**src/rtl/vm_fp_pkg.sv**
```systemverilog
// Vector Machine FP word format, shared constants and reduce FSM states.
// Word: sign [23] (forced 0 in results), mantissa [22:8], exponent [7:0].
package vm_fp_pkg;

    localparam int WORD_SIZE = 24;
    localparam int EXP_W     = 8;
    localparam int MANT_W    = 15;

    localparam int SIGN_BIT  = 23;
    localparam int MANT_MSB  = 22;
    localparam int MANT_LSB  = 8;

    localparam logic [WORD_SIZE-1:0] ZERO    = 24'h000000;
    localparam logic [WORD_SIZE-1:0] SAT_MAX = 24'h7FFFFF;
    localparam logic [EXP_W-1:0]     EXP_MAX = 8'hFF;

    typedef enum logic [1:0] {
        IDLE  = 2'd0,
        ACCUM = 2'd1,
        DONE  = 2'd2
    } state_e;

endpackage

```
**src/rtl/vec_fp_reduce_adder.sv**
```systemverilog
// Combinational Vector Machine FP adder (magnitudes only, sign ignored).
// Ports: data_1_i, data_2_i operands; sum_o result (exponent wraps on FF+1).
module vec_fp_reduce_adder
    import vm_fp_pkg::*;
(
    input  logic [WORD_SIZE-1:0] data_1_i,
    input  logic [WORD_SIZE-1:0] data_2_i,
    output logic [WORD_SIZE-1:0] sum_o
);

    logic [EXP_W-1:0]  e1, e2, e_max, e_res;
    logic [MANT_W-1:0] m1, m2, a1, a2, m_res;
    logic [MANT_W:0]   m_sum;

    always_comb begin
        e1 = data_1_i[EXP_W-1:0];
        e2 = data_2_i[EXP_W-1:0];
        m1 = data_1_i[MANT_MSB:MANT_LSB];
        m2 = data_2_i[MANT_MSB:MANT_LSB];
        // Equal exponents fall to the second branch (shift by 0).
        if (e1 > e2) begin
            e_max = e1;
            a1    = m1;
            a2    = m2 >> (e1 - e2);
        end else begin
            e_max = e2;
            a1    = m1 >> (e2 - e1);
            a2    = m2;
        end
        m_sum = {1'b0, a1} + {1'b0, a2};
        if (m_sum[MANT_W]) begin
            m_res = m_sum[MANT_W:1];
            e_res = e_max + 8'd1;
        end else begin
            m_res = m_sum[MANT_W-1:0];
            e_res = e_max;
        end
        sum_o = {1'b0, m_res, e_res};
    end

endmodule

```
**src/rtl/vec_fp_reduce.sv**
```systemverilog
// Streams one vector through the FP adder, accumulating a scalar sum.
// Ports: clk, rst (async high); start/len launch; in_valid/in_data/in_ready
// element stream; out_valid/out_data/out_ready result; busy = not IDLE.
// VEC_FP_REDUCE_SAT_EN: adds sticky ovf, saturating acc at 24'h7FFFFF.
module vec_fp_reduce #(
    parameter int WORD_SIZE = 24,
    parameter int LEN_W     = 8
) (
    input  logic                 clk,
    input  logic                 rst,
    input  logic                 start,
    input  logic [LEN_W-1:0]     len,
    input  logic                 in_valid,
    input  logic [WORD_SIZE-1:0] in_data,
    output logic                 in_ready,
    output logic                 out_valid,
    output logic [WORD_SIZE-1:0] out_data,
    input  logic                 out_ready,
    output logic                 busy
`ifdef VEC_FP_REDUCE_SAT_EN
    ,
    output logic                 ovf
`endif
);

    import vm_fp_pkg::*;

    state_e               state_q;
    logic [WORD_SIZE-1:0] acc_q, acc_d, sum;
    logic [LEN_W-1:0]     cnt_q;
    logic                 hs;

    vec_fp_reduce_adder u_adder (
        .data_1_i (acc_q),
        .data_2_i (in_data),
        .sum_o    (sum)
    );

    assign in_ready  = (state_q == ACCUM);
    assign out_valid = (state_q == DONE);
    assign busy      = (state_q != IDLE);
    assign out_data  = acc_q;
    assign hs        = in_valid & in_ready;

`ifdef VEC_FP_REDUCE_SAT_EN
    logic ovf_q, sat_step;

    // Max input exponent FF and result exponent 00 means the carry wrapped.
    always_comb begin
        sat_step = ((acc_q[EXP_W-1:0] == EXP_MAX) ||
                    (in_data[EXP_W-1:0] == EXP_MAX)) &&
                   (sum[EXP_W-1:0] == '0);
        acc_d    = (ovf_q || sat_step) ? SAT_MAX : sum;
    end

    assign ovf = ovf_q;
`else
    assign acc_d = sum;
`endif

    always_ff @(posedge clk or posedge rst) begin
        if (rst) begin
            state_q <= IDLE;
            acc_q   <= ZERO;
            cnt_q   <= '0;
`ifdef VEC_FP_REDUCE_SAT_EN
            ovf_q   <= 1'b0;
`endif
        end else begin
            unique case (state_q)
                IDLE: begin
                    if (start) begin
                        acc_q <= ZERO;
`ifdef VEC_FP_REDUCE_SAT_EN
                        ovf_q <= 1'b0;
`endif
                        if (len != '0) begin
                            cnt_q   <= len;
                            state_q <= ACCUM;
                        end else begin
                            state_q <= DONE;
                        end
                    end
                end
                ACCUM: begin
                    if (hs) begin
                        acc_q <= acc_d;
                        cnt_q <= cnt_q - LEN_W'(1);
`ifdef VEC_FP_REDUCE_SAT_EN
                        ovf_q <= ovf_q | sat_step;
`endif
                        if (cnt_q == LEN_W'(1))
                            state_q <= DONE;
                    end
                end
                DONE: begin
                    if (out_ready)
                        state_q <= IDLE;
                end
                default: state_q <= IDLE;
            endcase
        end
    end

endmodule

```
**config.mk**
```make
export PLATFORM = sky130hd
export DESIGN_NAME = vec_fp_reduce
export DESIGN_NICKNAME = d
export VERILOG_FILES = /design/src/rtl/vm_fp_pkg.sv /design/src/rtl/vec_fp_reduce_adder.sv /design/src/rtl/vec_fp_reduce.sv
export SDC_FILE = /design/constraint.sdc
export NUM_CORES = 1
export LEC_CHECK = 0
export ABC_AREA = 1
export BUFFER_PORTS_ARGS = -buffer_cell sky130_fd_sc_hd__buf_2
export CORE_ASPECT_RATIO = 0.5
export CORE_UTILIZATION = 50
export DETAILED_ROUTE_END_ITERATION = 8
export PLACE_DENSITY = 0.73
export SYNTH_ARGS = -nofsm -noshare
export SYNTH_HDL_FRONTEND = slang
export SYNTH_HIERARCHICAL = 1
export SYNTH_SLANG_ARGS = --single-unit
```
**constraint.sdc**
```tcl
create_clock -name clk -period 4.86 [get_ports clk]
set_input_delay 0.243 -clock clk [delete_from_list [all_inputs] [get_ports clk]]
set_output_delay 0.243 -clock clk [all_outputs]
set_load 0.02 [all_outputs]
```
Word-level counts from Yosys, hierarchy flattened
Index checks and enable logic that the tools add are counted.
{"block": "word_totals", "ff_bits": 34, "in_bits": 37, "output_inout_bits": 27}
{"block": "op_classes", "add_sub_neg": 5, "n_lt_le_gt_ge": 1, "eq_ne": 8, "n_shift": 2, "mux": 18, "n_bitwise": 1, "reduce_logical": 7}
{"cell": "$mux W24", "n": 2}
{"cell": "$pmux W24 S2", "n": 1}
{"cell": "$mux W15", "n": 3}
{"cell": "$mux W8", "n": 5}
{"cell": "$shr A15 B8 Y15", "n": 2}
{"cell": "$add A15 B15 Y16", "n": 1}
{"cell": "$pmux W8 S2", "n": 1}
{"cell": "$sub A8 B8 Y8", "n": 2}
{"cell": "$mux W2", "n": 5}
{"cell": "$add A8 B1 Y8 const B", "n": 1}
{"cell": "$eq A8 B1 Y1 const B", "n": 1}
{"cell": "$gt A8 B8 Y1", "n": 1}
{"cell": "$reduce_and A4 Y1", "n": 2}
{"cell": "$reduce_bool A8 Y1", "n": 1}
{"cell": "$sub A8 B1 Y8 const B", "n": 1}
{"cell": "$ne A2 B1 Y1 const B", "n": 3}
{"cell": "$pmux W2 S3", "n": 1}
{"cell": "$ne A2 B2 Y1 const B", "n": 2}
{"cell": "$reduce_bool A2 Y1", "n": 2}
{"cell": "$reduce_and A3 Y1", "n": 1}
{"cell": "$eq A2 B1 Y1 const B", "n": 1}
{"cell": "$eq A2 B2 Y1 const B", "n": 1}
{"cell": "$logic_not A2 Y1", "n": 1}
{"cell": "$and A1 B1 Y1", "n": 1}

Depth between registers and ports, before layout
{"block": "logic_depth", "ltp_word": 7, "mapped_depth": 36, "ltp_nobuf": 35}

Hierarchy
Netlist, hierarchy kept.
{"module": "vec_fp_reduce_adder", "n_inst": 1, "cells_per_inst": 696, "area_each_um2": 3604.7, "seq_area_each_um2": 0.0}
{"module": "vec_fp_reduce", "n_inst": 1, "cells_per_inst": 231, "area_each_um2": 1711.6, "seq_area_each_um2": 850.8}

Worst setup path before layout
Ideal clock, no wire load.
{"block": "synth_timing", "path_type": "reg-to-reg", "from": "reg acc_q[0] (netlist: out_data[0])", "to": "reg acc_q[19] (netlist: out_data[19])", "setup_time_ps": 65, "arrival_ps": 4228, "required_ps": 4795, "setup_slack_ps": 567, "stages_incl_launch_ff": 27, "n_path_buf": 0, "cell_sequence": "dfrtp_1 > ha_1 > fa_1 > xnor2_1 > clkinv_1 > o21ai_0 > nor2_1 > nor2_1 > a21oi_1 > a21oi_1 > ha_1 > inv_1 > fa_1 > inv_1 > nand3_1 > a31oi_1 > nor2_1 > o21ai_0 > nand2_1 > nand2_1 > nand3_1 > nand2_1 > xor2_1 > nand2_1 > o21ai_0 > nand3_1 > nand2_1"}
{"block": "synth_between", "elab_chain_len": 7}
{"item": "start, declared", "line": "vec_fp_reduce.sv:29", "source": "logic [WORD_SIZE-1:0] acc_q, acc_d, sum;"}
{"item": "start signal, assigned", "line": "vec_fp_reduce.sv:64", "source": "acc_q <= ZERO;"}
{"item": "start signal, assigned", "line": "vec_fp_reduce.sv:73", "source": "acc_q <= ZERO;"}
{"item": "start signal, assigned", "line": "vec_fp_reduce.sv:87", "source": "acc_q <= acc_d;"}
{"item": "$sub A8 B8 Y8, on equally long branches", "line": "vec_fp_reduce_adder.sv:27, vec_fp_reduce_adder.sv:24"}
{"item": "$shr A15 B8 Y15, on equally long branches", "line": "vec_fp_reduce_adder.sv:27, vec_fp_reduce_adder.sv:24"}
{"item": "$mux W15", "line": "vec_fp_reduce_adder.sv:21", "source": "if (e1 > e2) begin"}
{"item": "$add A15 B15 Y16 *", "line": "vec_fp_reduce_adder.sv:30", "source": "m_sum = {1'b0, a1} + {1'b0, a2};"}
{"item": "$mux W15 *", "line": "vec_fp_reduce_adder.sv:31", "source": "if (m_sum[MANT_W]) begin"}
{"item": "named net acc_d[19]", "line": "vec_fp_reduce.sv:29"}
{"item": "$mux W24 *", "line": "vec_fp_reduce.sv:86", "source": "if (hs) begin"}
{"item": "$pmux W24 S2 *", "line": "vec_fp_reduce.sv:70", "source": "unique case (state_q)"}
The timed path passes the listed nets; every way through them passes the cells marked *. The select of a mux whose other input is x is not followed.
A chain may end at the register's enable or synchronous reset.

Worst setup path after layout
{"block": "layout_timing", "from": "reg acc_q[0] (netlist: out_data[0])", "to": "reg acc_q[3] (netlist: out_data[3])"}
{"block": "layout_between", "elab_chain_len": 7}
{"item": "$sub A8 B8 Y8, on equally long branches", "line": "vec_fp_reduce_adder.sv:27, vec_fp_reduce_adder.sv:24"}
{"item": "$shr A15 B8 Y15, on equally long branches", "line": "vec_fp_reduce_adder.sv:27, vec_fp_reduce_adder.sv:24"}
{"item": "$mux W15", "line": "vec_fp_reduce_adder.sv:21"}
{"item": "$add A15 B15 Y16", "line": "vec_fp_reduce_adder.sv:30"}
{"item": "$mux W8 *", "line": "vec_fp_reduce_adder.sv:31"}
{"item": "named net acc_d[3]", "line": "vec_fp_reduce.sv:29"}
{"item": "$mux W24 *", "line": "vec_fp_reduce.sv:86"}
{"item": "$pmux W24 S2 *", "line": "vec_fp_reduce.sv:70"}
Marks and branches as above.

==> impl_metrics.json <==
{
  "start_util": 0.517,
  "syn_inst": 927,
  "place_area_um2": 5810,
  "h-tree-depth": 2,
  "vias": 6369,
  "finalCritPeriodShare": 0.948,
  "final_cell_mix": "nand2_1 (312), nand3_1 (142), inv_1 (89)",
  "clock_path_buffers": 2,
  "grt_max_degree": 38,
  "clock-sinks": 34,
  "fin_crit_ns": 4.61,
  "critPathLaunchType": "register",
  "power_density_nw_per_um2": 746,
  "layout_commonest_cell": "nand2_1",
  "slowest_delay_ns": 0.40,
  "drive_above_1_share": 0.167,
  "finalSetupViolations": 0,
  "io_buffer_count": 62,
  "tightest_slew_ns": 0.823,
  "cp_max_fo": 19,
  "netlist_area_um2": 5320,
  "grt_pass1_wl_um": 27400,
  "cp.arrival_ns": 4.82,
  "design_area_um2": 6130,
  "fp.dieH_um": 74.9,
  "num_antenna_cells": 0,
  "fin_util": 0.597,
  "r2r_slack_ns": 0.25,
  "crit_required_ns": 5.07,
  "track_usage": 0.313,
  "endpoint_kind": "register",
  "reg2reg_depth": 25,
  "area_delta_synth_final_pct": 15.4,
  "routed_via_density": 5.62,
  "fmax_mhz": 217,
  "fp.dieW_um": 148,
  "die-area_um2": 11100,
  "finalMaxSlewViolations": 0,
  "core_um2": 10300,
  "syn_area_per_cell_um2": 5.74,
  "fin_hold_ws_ns": 0.0601,
  "clockRootBuffer": "clkbuf_16",
  "hp-class": "in -> async",
  "path_class": "reg -> reg",
  "r2r-end": "out_data[3]",
  "rows": 26,
  "relSlewSlack": 0.450,
  "wl_per_cell_um": 15.1,
  "dr_wl_met3_um": 1870,
  "finClkSkew_ns": 0.00610,
  "tritoncts": "yes",
  "synth-warning-count": 6,
  "drtPass1Iterations": 5,
  "clk_latency_ns": 0.28,
  "dp_hpwl_um": 13200,
  "ios": 64,
  "reg2reg_from": "out_data[0]",
  "antenna_found_initial": 0,
  "seq_area_frac_synth": 0.160,
  "slowest_stage": "dfrtp_1",
  "numCtsBuffers": 5,
  "wirelength_um": 17200,
  "drc_errors": 0,
  "outcome": "finished clean",
  "timing.final.ws_setup_ns": 0.253,
  "nets": 1066,
  "met2WireLength_um": 7000,
  "antenna_left": 0,
  "power_uw": 4570,
  "gp_congestion": 1.00,
  "finalHoldViolations": 0,
  "pre_cts_ws_ns": 0.105,
  "clk_pin_slew_ns": 0.06,
  "gr-total-overflow": 0,
  "wl_met1_um": 8130,
  "p_leak_uw": 0.00335,
  "drtIter0Drc": 606,
  "cap_violations": 0,
  "ys_ff_latch": 34,
  "synth_cell_types": 42,
  "peakVddDrop_mv": 0.432,
  "first_global_vias": 5477,
  "synth_nets": 1000,
  "dr.max_layer_used": "met4"
}
==> cell families (layout without fill, tap and decap cells) <==
group	after synthesis	count (layout)	share of synthesized area
DFF	34	34	0.160
xor gates and xnor gates	23	23	0.0407
AOI/OAI and AO/OA	116	116	0.118
buffers and inverters	139	206	0.112
other	1	1	0.000705
adders and majority gates	36	36	0.0890
muxes	3	3	0.00565
and+or+nand+nor	575	575	0.474
==> how the worst max path moves through the flow <==
stage / startpoint / to / cells after the start
6_report: out_data[0] / out_data[3] / 25
5_1_grt: out_data[0] / out_data[6] / 30
4_1_cts: out_data[1] / out_data[19] / 34
3_5_place_dp: out_data[1] / out_data[19] / 34
3_3_place_gp: out_data[2] / out_data[15] / 23
2_1_floorplan: out_data[0] / out_data[19] / 26
==> registers in the layout (all words and copies together), names as in the netlist <==
name      count
cnt_q         8
out_data     24
state_q       2
==> power by group <==
part           switching [uW]  total (uW)  internal, uW
registers                 116         504           388
logic                    2420        3720          1300
clock network             121         353           232
total                    2660        4570          1920
==> final cells by class <==
cell class	count	area, um2
multi-input cells	754	3950
flip-flops and latches	34	853
repair buffers	97	601
well taps	140	175
clock buffers	8	166
fillers	1058	4150
inverters	101	388
==> cells in the mapped netlist <==
master / instances / share of area
a21boi_0: 1 / 0.0014
a21o_1: 2 / 0.0028
a21oi_1: 40 / 0.038
a21oi_2: 2 / 0.0033
a31oi_1: 1 / 0.0012
a41oi_1: 1 / 0.0016
and2_1: 1 / 0.0012
buf_1: 1 / 0.00071
buf_2: 12 / 0.011
buf_4: 7 / 0.0099
buf_6: 4 / 0.0085
clkbuf_1: 14 / 0.0099
clkinv_1: 2 / 0.0014
conb_1: 1 / 0.00071
dfrtp_1: 34 / 0.16
fa_1: 3 / 0.011
ha_1: 33 / 0.078
inv_1: 91 / 0.064
inv_2: 8 / 0.0056
mux2i_1: 3 / 0.0056
nand2_1: 315 / 0.22
nand2_2: 12 / 0.014
nand2_4: 1 / 0.0021
nand3_1: 142 / 0.13
nand3_2: 2 / 0.0038
nand3b_1: 1 / 0.0014
nand4_1: 28 / 0.033
nor2_1: 58 / 0.041
nor2_2: 7 / 0.0082
nor2_4: 5 / 0.011
nor3_1: 2 / 0.0019
o211ai_2: 1 / 0.0024
o21ai_0: 48 / 0.045
o21ai_1: 13 / 0.012
o21ai_2: 3 / 0.0049
o21bai_1: 1 / 0.0014
o22ai_1: 2 / 0.0024
o31ai_1: 1 / 0.0014
or2_2: 1 / 0.0012
xnor2_1: 9 / 0.015
xor2_1: 12 / 0.020
xor2_2: 2 / 0.0061
==> routing by layer <==
metal,vias to the layer above,track usage
met5,-,0
met4,0,0.0527
met3,16,0.0600
met2,311,0.473
met1,2889,0.467
li1,3153,-
==> per-stage QoR <==
| step | std cells | TNS, ns |
|---|---|---|
| after floorplan | 927 | 0 |
| after global placement | 1120 | 0 |
| after detailed placement | 1120 | 0 |
| after CTS | 1128 | 0 |
| after global routing | 1134 | -0.0201 |
| final | 1134 | 0 |
==> worst max-delay path: cells and delay by family, from the launching register on <==
kind / cells / cell delay (ns)
adders and majority gates: 3 / 0.85
and+or+nand+nor: 9 / 1.25
xor gates and xnor gates: 1 / 0.15
buffers and inverters: 7 / 1.04
DFF: 1 / 0.40
AOI/OAI and AO/OA: 5 / 0.84
==> timing repair <==
| action | CTS | global route |
|---|---|---|
| resized for setup | 0 | 32 |
| hold buffers | 0 | 0 |
| setup buffers | 0 | 6 |
| endpoints found under the setup margin | 0 | 23 |
(Power assumes the default switching activity.)
